### src/rtl/key_sweep_controller.sv
// Sweeps a locked multiplier netlist through a table of candidate keys, replaying a shared
// operand set per key and reporting mismatch count and output Hamming distance for each key.
//
// state    | meaning
// IDLE     | waiting for start_i
// LOAD_KEY | register table[key_idx], clear counters, address vector 0
// FETCH    | ROM data valid; register operands and golden product
// SETTLE   | wait DUT_LAT cycles for the netlist to settle
// CHECK    | compare result_i with golden, advance to next vector
// REPORT   | hold per-key result until consumer handshake
module key_sweep_controller #(
    parameter int OP_W     = 8,
    parameter int KEY_W    = 32,
    parameter int NUM_KEYS = 16,
    parameter int NUM_VEC  = 10000,
    parameter int DUT_LAT  = 1,
    parameter int CNT_W    = 16,
    parameter int HD_W     = 20,
    localparam int KI_W    = (NUM_KEYS > 1) ? $clog2(NUM_KEYS) : 1,
    localparam int VA_W    = (NUM_VEC > 1) ? $clog2(NUM_VEC) : 1
) (
    input  logic                clk_i,
    input  logic                rst_i,
    input  logic                start_i,
    input  logic [KI_W:0]       num_keys_i,
    input  logic                key_wr_en_i,
    input  logic [KI_W-1:0]     key_wr_idx_i,
    input  logic [KEY_W-1:0]    key_wr_data_i,
    output logic [VA_W-1:0]     vec_addr_o,
    input  logic [2*OP_W-1:0]   vec_data_i,
    output logic [OP_W-1:0]     operand1_o,
    output logic [OP_W-1:0]     operand2_o,
    output logic [KEY_W-1:0]    keyinput_o,
    input  logic [2*OP_W-1:0]   result_i,
    output logic                res_valid_o,
    input  logic                res_ready_i,
    output logic [KI_W-1:0]     res_key_idx_o,
    output logic [CNT_W-1:0]    res_err_cnt_o,
    output logic [HD_W-1:0]     res_hd_sum_o,
    output logic                busy_o,
    output logic                done_o
);

    localparam int RES_W = 2 * OP_W;
    localparam int PC_W  = $clog2(RES_W + 1);
    localparam int SC_W  = 4;

    typedef enum logic [2:0] {
        IDLE,
        LOAD_KEY,
        FETCH,
        SETTLE,
        CHECK,
        REPORT
    } state_t;

    state_t             state_q, state_d;
    logic [KI_W-1:0]    key_idx_q, key_idx_d;
    logic [KI_W:0]      num_keys_q, num_keys_d;
    logic [VA_W-1:0]    vec_idx_q, vec_idx_d;
    logic [KEY_W-1:0]   key_q, key_d;
    logic [OP_W-1:0]    op1_q, op1_d;
    logic [OP_W-1:0]    op2_q, op2_d;
    logic [RES_W-1:0]   golden_q, golden_d;
    logic [SC_W-1:0]    settle_q, settle_d;
    logic [CNT_W-1:0]   err_q, err_d;
    logic [HD_W-1:0]    hd_q, hd_d;
    logic               done_q, done_d;

    logic [KEY_W-1:0]   key_tab [NUM_KEYS];
    logic [KI_W:0]      num_keys_clamped;
    logic [PC_W-1:0]    diff_bits;
    logic [HD_W:0]      hd_sum;

    function automatic logic [PC_W-1:0] popcnt(input logic [RES_W-1:0] v);
        logic [PC_W-1:0] n;
        n = '0;
        for (int i = 0; i < RES_W; i++) begin
            n = n + PC_W'(v[i]);
        end
        return n;
    endfunction

    // Table is deliberately not reset; a write only reaches keyinput_o at the next LOAD_KEY.
    always_ff @(posedge clk_i) begin
        if (key_wr_en_i && (32'(key_wr_idx_i) < NUM_KEYS)) begin
            key_tab[key_wr_idx_i] <= key_wr_data_i;
        end
    end

    always_comb begin
        num_keys_clamped = num_keys_i;
        if (num_keys_i == '0) begin
            num_keys_clamped = (KI_W+1)'(1);
        end else if (num_keys_i > (KI_W+1)'(NUM_KEYS)) begin
            num_keys_clamped = (KI_W+1)'(NUM_KEYS);
        end
    end

    assign diff_bits = popcnt(result_i ^ golden_q);
    assign hd_sum    = {1'b0, hd_q} + (HD_W+1)'(diff_bits);

    always_ff @(posedge clk_i or posedge rst_i) begin
        if (rst_i) begin
            state_q    <= IDLE;
            key_idx_q  <= '0;
            num_keys_q <= '0;
            vec_idx_q  <= '0;
            key_q      <= '0;
            op1_q      <= '0;
            op2_q      <= '0;
            golden_q   <= '0;
            settle_q   <= '0;
            err_q      <= '0;
            hd_q       <= '0;
            done_q     <= 1'b0;
        end else begin
            state_q    <= state_d;
            key_idx_q  <= key_idx_d;
            num_keys_q <= num_keys_d;
            vec_idx_q  <= vec_idx_d;
            key_q      <= key_d;
            op1_q      <= op1_d;
            op2_q      <= op2_d;
            golden_q   <= golden_d;
            settle_q   <= settle_d;
            err_q      <= err_d;
            hd_q       <= hd_d;
            done_q     <= done_d;
        end
    end

    always_comb begin
        state_d    = state_q;
        key_idx_d  = key_idx_q;
        num_keys_d = num_keys_q;
        vec_idx_d  = vec_idx_q;
        key_d      = key_q;
        op1_d      = op1_q;
        op2_d      = op2_q;
        golden_d   = golden_q;
        settle_d   = settle_q;
        err_d      = err_q;
        hd_d       = hd_q;
        done_d     = 1'b0;

        unique case (state_q)
            IDLE: begin
                // done_q marks the cycle right after the last handshake; start is dropped there.
                if (start_i && !done_q) begin
                    key_idx_d  = '0;
                    num_keys_d = num_keys_clamped;
                    state_d    = LOAD_KEY;
                end
            end
            LOAD_KEY: begin
                key_d     = key_tab[key_idx_q];
                err_d     = '0;
                hd_d      = '0;
                vec_idx_d = '0;
                state_d   = FETCH;
            end
            FETCH: begin
                op1_d    = vec_data_i[RES_W-1:OP_W];
                op2_d    = vec_data_i[OP_W-1:0];
                golden_d = RES_W'(vec_data_i[RES_W-1:OP_W]) * RES_W'(vec_data_i[OP_W-1:0]);
                settle_d = SC_W'(DUT_LAT);
                state_d  = SETTLE;
            end
            SETTLE: begin
                settle_d = settle_q - SC_W'(1);
                if (settle_q <= SC_W'(1)) begin
                    state_d = CHECK;
                end
            end
            CHECK: begin
                if ((result_i != golden_q) && (err_q != '1)) begin
                    err_d = err_q + CNT_W'(1);
                end
                hd_d = hd_sum[HD_W] ? '1 : hd_sum[HD_W-1:0];
                if (vec_idx_q == VA_W'(NUM_VEC - 1)) begin
                    state_d = REPORT;
                end else begin
                    vec_idx_d = vec_idx_q + VA_W'(1);
                    state_d   = FETCH;
                end
            end
            REPORT: begin
                if (res_ready_i) begin
                    if ({1'b0, key_idx_q} == num_keys_q - (KI_W+1)'(1)) begin
                        done_d  = 1'b1;
                        state_d = IDLE;
                    end else begin
                        key_idx_d = key_idx_q + KI_W'(1);
                        state_d   = LOAD_KEY;
                    end
                end
            end
            default: state_d = IDLE;
        endcase
    end

    // Address leads the state register by one cycle so the synchronous ROM has data in FETCH.
    assign vec_addr_o    = vec_idx_d;
    assign operand1_o    = op1_q;
    assign operand2_o    = op2_q;
    assign keyinput_o    = key_q;
    assign res_valid_o   = (state_q == REPORT);
    assign res_key_idx_o = key_idx_q;
    assign res_err_cnt_o = err_q;
    assign res_hd_sum_o  = hd_q;
    assign busy_o        = (state_q != IDLE);
    assign done_o        = done_q;

endmodule

### config.mk
export PLATFORM = sky130hd
export DESIGN_NAME = key_sweep_controller
export DESIGN_NICKNAME = d
export VERILOG_FILES = /design/src/rtl/key_sweep_controller.sv
export SDC_FILE = /design/constraint.sdc
export NUM_CORES = 1
export LEC_CHECK = 0
export CAP_MARGIN = 20
export CORE_MARGIN = 2
export CORE_UTILIZATION = 39
export CTS_BUF_LIST = sky130_fd_sc_hd__clkbuf_4
export DETAILED_ROUTE_END_ITERATION = 7
export GPL_ROUTABILITY_DRIVEN = 1
export PLACE_DENSITY = 0.66
export SYNTH_ARGS = -nofsm -noshare
export SYNTH_HDL_FRONTEND = slang
export SYNTH_SLANG_ARGS = --single-unit
### constraint.sdc
create_clock -name clk_i -period 5.9 [get_ports clk_i]
set_input_delay 1.18 -clock clk_i [delete_from_list [all_inputs] [get_ports clk_i]]
set_output_delay 1.18 -clock clk_i [all_outputs]
set_load 0.01 [all_outputs]
## Word-level counts from Yosys, hierarchy flattened

Memory sizes are Yosys's and may differ from the RTL's. A register that Yosys moved wholly into a read port is not among the register bits.
Cells that the tools add are included.

| word-level totals | value |
|---|---|
| register bits after elaboration | 99 |
| RAM bits | 512 |
| input port bits | 78 |
| output and inout bits | 105 |
| memories | 1 |

Memories:

| memory | words | bits a word | read ports | clocked after Yosys merged registers in | wr ports | RTL line | source |
|---|---|---|---|---|---|---|---|
| key_tab | 16 | 32 | 1 | 1 | 1 | 70 | `logic [KEY_W-1:0] key_tab [NUM_KEYS];` |

| cells by class | value |
|---|---|
| add/subtract/negate cells | 21 |
| multipliers | 1 |
| order comparisons | 2 |
| equal/unequal tests | 14 |
| muxes and demuxes | 24 |
| bitwise logic cells | 1 |
| reduce and logical (&&, ||, !) cells | 13 |

Operators with widths:

| cell | count |
|---|---|
| adder 5 x 1 -> 5 bit | 11 |
| case mux 20 bit (2 select lines) | 1 |
| case mux 16 bit (2 select lines) | 1 |
| case mux 14 bit (2 select lines) | 1 |
| adder 20 x 5 -> 21 bit | 1 |
| two-way mux 20 bit | 1 |
| case mux 3 bit (6 select lines) | 1 |
| adder 16 x 1 -> 16 bit (second input constant) | 1 |
| multiplier 8 x 8 -> 16 bit | 1 |
| two-way mux 16 bit | 1 |
| inequality test 16 bit | 1 |
| inequality test 16 bit (second input constant) | 1 |
| case mux 4 bit (2 select lines) | 2 |
| bitwise XOR 16 bit | 1 |
| adder 14 x 1 -> 14 bit (second input constant) | 1 |
| == test 14 bit (second input constant) | 1 |
| two-way mux 14 bit | 1 |
| two-way mux 3 bit | 4 |
| two-way mux 4 bit | 3 |
| two-way mux 5 bit | 2 |
| inequality test 2 bit (second input constant) | 4 |
| == test 3 x 2 -> 1 bit (second input constant) | 2 |
| == test 3 bit (second input constant) | 2 |
| two-way mux 1 bit | 6 |
| other kinds (21) | 25 |

## Depth between registers and ports, before layout

Gate-level depths: netlist (run 1).

| logic depth | value |
|---|---|
| depth after elaboration | 19 |
| mapped depth | 18 |
| gate-level depth less buffers | 17 |

## Worst setup path before layout (run 1)

No wires, ideal clock.

| timing | value |
|---|---|
| path kind | input -> register |
| start | in result_i[10] |
| end | reg hd_q[7], in the netlist res_hd_sum_o[7] |
| arrival time | 5.268 ns |
| setup slack | 0.496 ns |
| stages | 18 |
| buffers on the path | 1 |
| cells stage by stage | xor2_1 -> inv_1 -> fa_1 -> inv_1 -> fa_1 -> fa_1 -> inv_1 -> fa_1 -> fa_1 -> inv_1 -> fa_1 -> a21oi_1 -> o211ai_1 -> nand4_1 -> clkbuf_1 -> o21ai_0 -> nand2_1 -> o21ai_0 |

| between the ends | value |
|---|---|
| cells in the longest elaborated chain, start to end | 10 |

Ends and longest elaborated chain:

| what | RTL line | source |
|---|---|---|
| from (decl) | 34 | `input logic [2*OP_W-1:0] result_i,` |
| bitwise XOR 16 bit | 100 | `assign diff_bits = popcnt(result_i ^ golden_q);` |
| adder 5 x 1 -> 5 bit (6 in a row) | 79 | `n = n + PC_W'(v[i]);` |
| adder 20 x 5 -> 21 bit | 101 | `assign hd_sum = {1'b0, hd_q} + (HD_W+1)'(diff_bits);` |
| two-way mux 20 bit | 180 | `hd_d = hd_sum[HD_W] ? '1 : hd_sum[HD_W-1:0];` |
| case mux 20 bit (2 select lines) | 147 | `unique case (state_q)` |
| to (signal assigned) | 115 | `hd_q <= '0;` |
| to (signal assigned) | 128 | `hd_q <= hd_d;` |
| to (decl) | 67 | `logic [HD_W-1:0] hd_q, hd_d;` |

Every way passes these cells.
A chain may end at the register's enable or synchronous reset.

## Worst setup path after layout (run 1)

| timing | value |
|---|---|
| start | reg state_q[0] |
| end | out vec_addr_o[11] |

| between the ends | value |
|---|---|
| cells in the longest elaborated chain, start to end | 2 |

Ends and longest elaborated chain:

| what | RTL line | source |
|---|---|---|
| from (decl) | 57 | `state_t state_q, state_d;` |
| from (signal assigned) | 118 | `state_q <= state_d;` |
| == test 3 bit / == test 3 x 1 -> 1 bit (equally long branches) | 147 |  |
| case mux 14 bit (2 select lines) (*) | 147 |  |
| to (decl) | 29 | `output logic [VA_W-1:0] vec_addr_o,` |

Every way passes the cells marked *; elsewhere a longest branch is shown, timed or not.

==> results.cfg, run 1 <==
[run_status]
status = complete, no violations

[cts]
cts_root_buf = clkbuf_4
clock_latency_ps = 1010
hold_buffers = 0
clkTransAtPathRegs_ps = 60
cts_htree_levels = 4
cts_tree = yes
cts.sinks = 643
cts_buffers = 167
cts_setup_buffers = 0
cts_buffer_depth = 3
cts_resized = 0

[finish]
drive_above_1_share = 0.180
areaGrowthSynthToFinish_pct = 19.0
fin_util = 0.469
nNetsFinal = 2377
nFillCells = 6189
final_cells = 3286
fin_area_mm2 = 0.0336

[synthesis]
postSynthCellCount = 1891
ys_seq_area_frac = 0.661
syn_area_mm2 = 0.0282
yosysMostFrequentCell = edfxtp_1
synthDistinctLibCells = 65
synth_nets = 2067
synthFlopType = edfxtp_1
synthTopCellsByArea = edfxtp_1 (55%), dfrtp_1 (12%), mux4_2 (5.1%)
synth_edf_count = 512
synth_common_cells = edfxtp_1 (512), nand2_1 (249), mux2i_1 (136)
ys_async_sr_fraction = 0.204
synth_top_area_share = 0.545
synth.avg_cell_area_um2 = 14.9
yosys_warnings = 0
synth_seq_cells = 643
synth.largest_area_cell = edfxtp_1

[min_path]
min_from = operand1_o[5]
hp-class = reg -> reg

[die]
core_mm2 = 0.0715
io-pin-count = 183
fp-row-count = 98
die_area_mm2 = 0.0745
die_x_um = 273
start_util = 0.394
die_y_um = 273

[critical_path]
startpoint = state_q[0]
cp_data_arrival_time_ps = 4170
r2r_start = golden_q[10]
cp-start-kind = flop
crit_type = reg -> out
worst-path-max-fanout = 17
critPathRequiredTime_ps = 4720
crit_path_end_kind = primary output

[sta]
tns_ps = 0
rsz0062_at_grt = false
maxSlewHeadroom = 0.336
hold_viol_final = 0
fmax_mhz = 187
worst_pin_slew_ps = 994
holdWs_ps = 481
fin_crit_sh = 0.906
fin_crit_ps = 5350
finalSetupViolations = 0
fin_worst_skew_ps = 65.7
drv_slew = 0
fin_ws_ps = 554

[grt]
grtUsageTotal = 0.179
grt_pass1_vias = 18036
grt_pass1_wl_um = 101000
grt_max_degree = 83
grt-ovfl-total = 0
grt_antenna_before_repair = 5

[detailed_routing]
first_iter_violations = 1338
routedWlPerCell_um = 20.1
wirelength_um = 66000
vias = 17341
viasPerCell = 5.28
antenna_left = 0
drc = 0
drt-pass1-iter-count = 5

[placed_design]
detailed_place_hpwl_um = 39300
dpl_worst_slack_ps = -318
dpl-instance-area_mm2 = 0.0314
place.gp.congestion = 0.829
dp_cells = 2981
portBuffers = 182

[pwr]
leakage_nw = 11.8
power.density_mw_per_mm2 = 354
ir_worst_vdd_mv = 0.605
p_total_mw = 11.9

[run]
cap_viol_max_count = 0
[report_power, final]
| group | internal, mW | switching [mW] |
|---|---|---|
| sequential | 5.07 | 0.110 |
| combinational | 1.36 | 1.53 |
| clock | 1.99 | 1.81 |
| total | 8.42 | 3.44 |
[layer usage]
| metal | up-vias | global-route usage | part of all wire |
|---|---|---|---|
| li1 | 7927 | - | - |
| met1 | 8769 | 0.232 | 0.42 |
| met2 | 545 | 0.297 | 0.50 |
| met3 | 94 | 0.0438 | 0.066 |
| met4 | 6 | 0.0555 | 0.017 |
| met5 | - | 0 | 0.00062 |
[path summary, 6_finish.rpt]
| path | depth (start not counted) | to | slack (ps) |
|---|---|---|---|
| max | 7 | vec_addr_o[11] | 550 |
| min | 2 | operand1_o[5] | 480 |
| max reg2reg | 17 | res_hd_sum_o[8] | 920 |
| min reg2reg | 2 | operand1_o[5] | 480 |
| max in group asynchronous | 3 | res_err_cnt_o[0] | 4030 |
| min in group asynchronous | 2 | operand2_o[2] | 670 |
[state kept, by name, indices dropped and copies added, names as in the netlist]
signal and cells:
keyinput_o 32, res_key_idx_o 4, state_q 3, res_err_cnt_o 16, res_hd_sum_o 20, key_tab 512
golden_q 16, done_o 1, vec_idx_q 14, operand1_o 8, operand2_o 8, num_keys_q 5
settle_q 4
[placed cells by master, fill, tap and decap left out, types with 31 or more instances in the layout]
cell             count
and2_1              38
buf_4               49
clkbuf_4           243
clkdlybuf4s50_1    182
clkinv_1            31
dfrtp_1            128
edfxtp_1           512
fa_1                48
ha_1                50
inv_1               88
mux2i_1            136
mux4_2              64
nand2_1            248
o21ai_1             48
o221ai_1            97
[critical path, cell delays in order (launching register included)]
cell and delay, ps:
dfrtp_1 410, inv_1 280, and2_1 640, o21ai_2 260
nor3_1 480, nand2_1 120, mux2i_1 380, clkdlybuf4s50_1 620
[layout make-up]
class / count / area (um^2) / area share
Antenna cell: 8 / 20.0 / 0.000597
Clock buffer: 243 / 1820 / 0.0544
Clock inverter: 53 / 305 / 0.00910
Inverter: 91 / 347 / 0.0103
Multi-Input combinational cell: 1064 / 8950 / 0.267
Sequential cell: 643 / 18700 / 0.556
Tap cell: 950 / 1190 / 0.0354
Timing Repair Buffer: 234 / 2260 / 0.0673
[logic make-up (layout without fill, tap and decap cells)]
family	count (synthesis)	after routing	synth area share
buffers and inverters	184	621	0.0259
AO/OA/AOI/OAI	268	268	0.0679
multiplexers	204	204	0.101
AND/OR/NAND/NOR	457	457	0.0760
flip-flops	643	643	0.661
adder cells (fa/ha/maj)	98	98	0.0563
other	0	8	0
XOR/XNOR	37	37	0.0115
Power figures use the tool's default switching activity.
==> run 2: changes to the inputs <==
--- a/config.mk
+++ b/config.mk
@@ -12,6 +12,7 @@
 export DETAILED_ROUTE_END_ITERATION = 7
 export GPL_ROUTABILITY_DRIVEN = 1
 export PLACE_DENSITY = 0.66
+export SLEW_MARGIN = 20
 export SYNTH_ARGS = -nofsm -noshare
 export SYNTH_HDL_FRONTEND = slang
 export SYNTH_SLANG_ARGS = --single-unit
==> run 2 against run 1 <==
Against the previous run:
- clock-buffer cell count is the same
- flip-flop and latch count unchanged
- critical path depth is the same
- cell area is essentially flat
- core utilization about the same
- hold slack barely moved
- non-clock buffer count is the same
- largest power group unchanged
==> results.cfg, run 2 (synthesis gave the netlist of run 1 again) <==
[run_status]
status = complete, no violations

[finish]
mostFrequentLayoutCell = edfxtp_1
largest_register_ffs = 512
final_cells = 3286
drive_above_1_share = 0.180
areaGrowthSynthToFinish_pct = 19.0
nFillCells = 6188
fin_util = 0.469
nNetsFinal = 2377
final_cell_mix = edfxtp_1 (512), nand2_1 (248), clkbuf_4 (243)
max_flop_register = key_tab

[pwr]
intPower_mw = 8.42
switching_power_mw = 3.44
leakage_nw = 11.8
pwr-share-clk = 0.319
power.density_mw_per_mm2 = 354
combPwrFrac = 0.244
p_seq_frac = 0.436
swShare = 0.290
p_total_mw = 11.9
ir_worst_vdd_mv = 0.602

[die]
start_util = 0.394
core_mm2 = 0.0715
die_x_um = 273
die_y_um = 273
die_area_mm2 = 0.0745
fp-row-count = 98
io-pin-count = 183

[sta]
fin_crit_ps = 5350
hold_viol_final = 0
fin_ws_ps = 548
drv_slew = 0
finalSetupViolations = 0
worst_pin_slew_ps = 1000
fmax_mhz = 187
fin_crit_sh = 0.907
rsz0062_at_grt = false
tns_ps = 0
fin_worst_skew_ps = 63.3
maxSlewHeadroom = 0.331

[critical_path]
critical-path-top-delay-family = simple AND/OR/NAND/NOR gates
crit_path_cell_trace = inv_1, and2_1, o21ai_2, nor3_1, nand2_1, mux2i_1, clkdlybuf4s50_1
critPathRequiredTime_ps = 4720
worst-path-max-fanout = 17
timing.rr.end = res_hd_sum_o[8]
cp-start-kind = flop
slowest_stage = and2_1
cp_data_arrival_time_ps = 4170
reg2reg_setup_slack_ps = 900
cpPeakStageDelay_ps = 640
crit_path_end_kind = primary output
cp.buffers_inverters = 2
rr_worst_depth = 17
r2r_start = golden_q[10]
crit_type = reg -> out

[grt]
grt-ovfl-total = 0
grtUsageTotal = 0.179
grt_antenna_before_repair = 5
grt_pass1_vias = 18036
grt_pass1_wl_um = 101000
grt_max_degree = 83

[placed_design]
place.gp.congestion = 0.829
dp_cells = 2981
detailed_place_hpwl_um = 39300
dpl_worst_slack_ps = -318
portBuffers = 182

[cts]
cts_root_buf = clkbuf_4
cts_buffer_depth = 3
cts_htree_levels = 4
cts_tree = yes
cts_resized = 0
hold_buffers = 0
cts.sinks = 643
cts_setup_buffers = 0
cts_buffers = 167
clock_latency_ps = 1000
clkTransAtPathRegs_ps = 60

[min_path]
min_from = operand1_o[5]
hp-class = reg -> reg
min_path_cells = 2
hold_end = operand1_o[5]

[run]
cap_viol_max_count = 0

[detailed_routing]
viasPerCell = 5.29
routedWlPerCell_um = 20.0
drt-pass1-iter-count = 5
first_iter_violations = 1395
vias = 17384
drc = 0
wirelength_um = 65900
antenna_left = 0
## run 2: cell counts in the layout (fill, tap and decap cells not counted)
No cell type changed its count.
## run 2: worst reg2reg max path: cells and delay by family (launching register included)
family                     cells  cell delay (ps)
DFF                            1              420
adders and majority gates      6             2660
and+or+nand+nor                3              650
xor gates and xnor gates       1              220
buffers and inverters          5              530
AOI/OAI and AO/OA              2              410
## run 2: worst max-delay path by stage
stage / start / endpoint / slack [ps] / depth (start not counted)
3_3_place_gp: result_i[10] / res_hd_sum_o[8] / -190 / 18
2_1_floorplan: result_i[10] / res_hd_sum_o[7] / 500 / 18
5_1_grt: state_q[0] / vec_addr_o[11] / 250 / 7
6_report: state_q[0] / vec_addr_o[11] / 550 / 7
4_1_cts: state_q[0] / vec_addr_o[11] / 440 / 7
3_5_place_dp: result_i[10] / res_hd_sum_o[8] / -320 / 18
## run 2: layout make-up
cell class,count,area [um^2],share of cell area
clock inverters,53,305,0.00910
well taps,950,1190,0.0354
diodes,8,20.0,0.000597
repair buffers,234,2260,0.0675
inverters,91,347,0.0103
clock buffers,243,1820,0.0544
multi-input cells,1064,8950,0.267
flip-flops and latches,643,18700,0.556
## run 2: routing by layer
layer | up-vias | share of wire | track usage
met2 | 556 | 0.50 | 0.297
met3 | 104 | 0.063 | 0.0438
met5 | - | 0.00059 | 0
met4 | 6 | 0.018 | 0.0555
met1 | 8791 | 0.42 | 0.232
li1 | 7927 | - | -
## run 2: power groups by stage
stage                     Sequential (mW)  Combinational (mW)  Clock (mW)
after global placement               5.26                2.80           0
final                                5.18                2.90        3.79
after CTS                            5.18                2.91        3.90
after detailed placement             5.27                2.88           0
after floorplan                      5.25                1.99           0
after global routing                 5.19                3.36        4.15
## run 2: stage by stage
stage	hold WS (ps)	instance area, um^2
2_1_floorplan	453	28200
3_3_place_gp	459	31400
3_5_place_dp	466	31400
4_1_cts	485	33500
5_1_grt	517	33600
6_report	481	33600
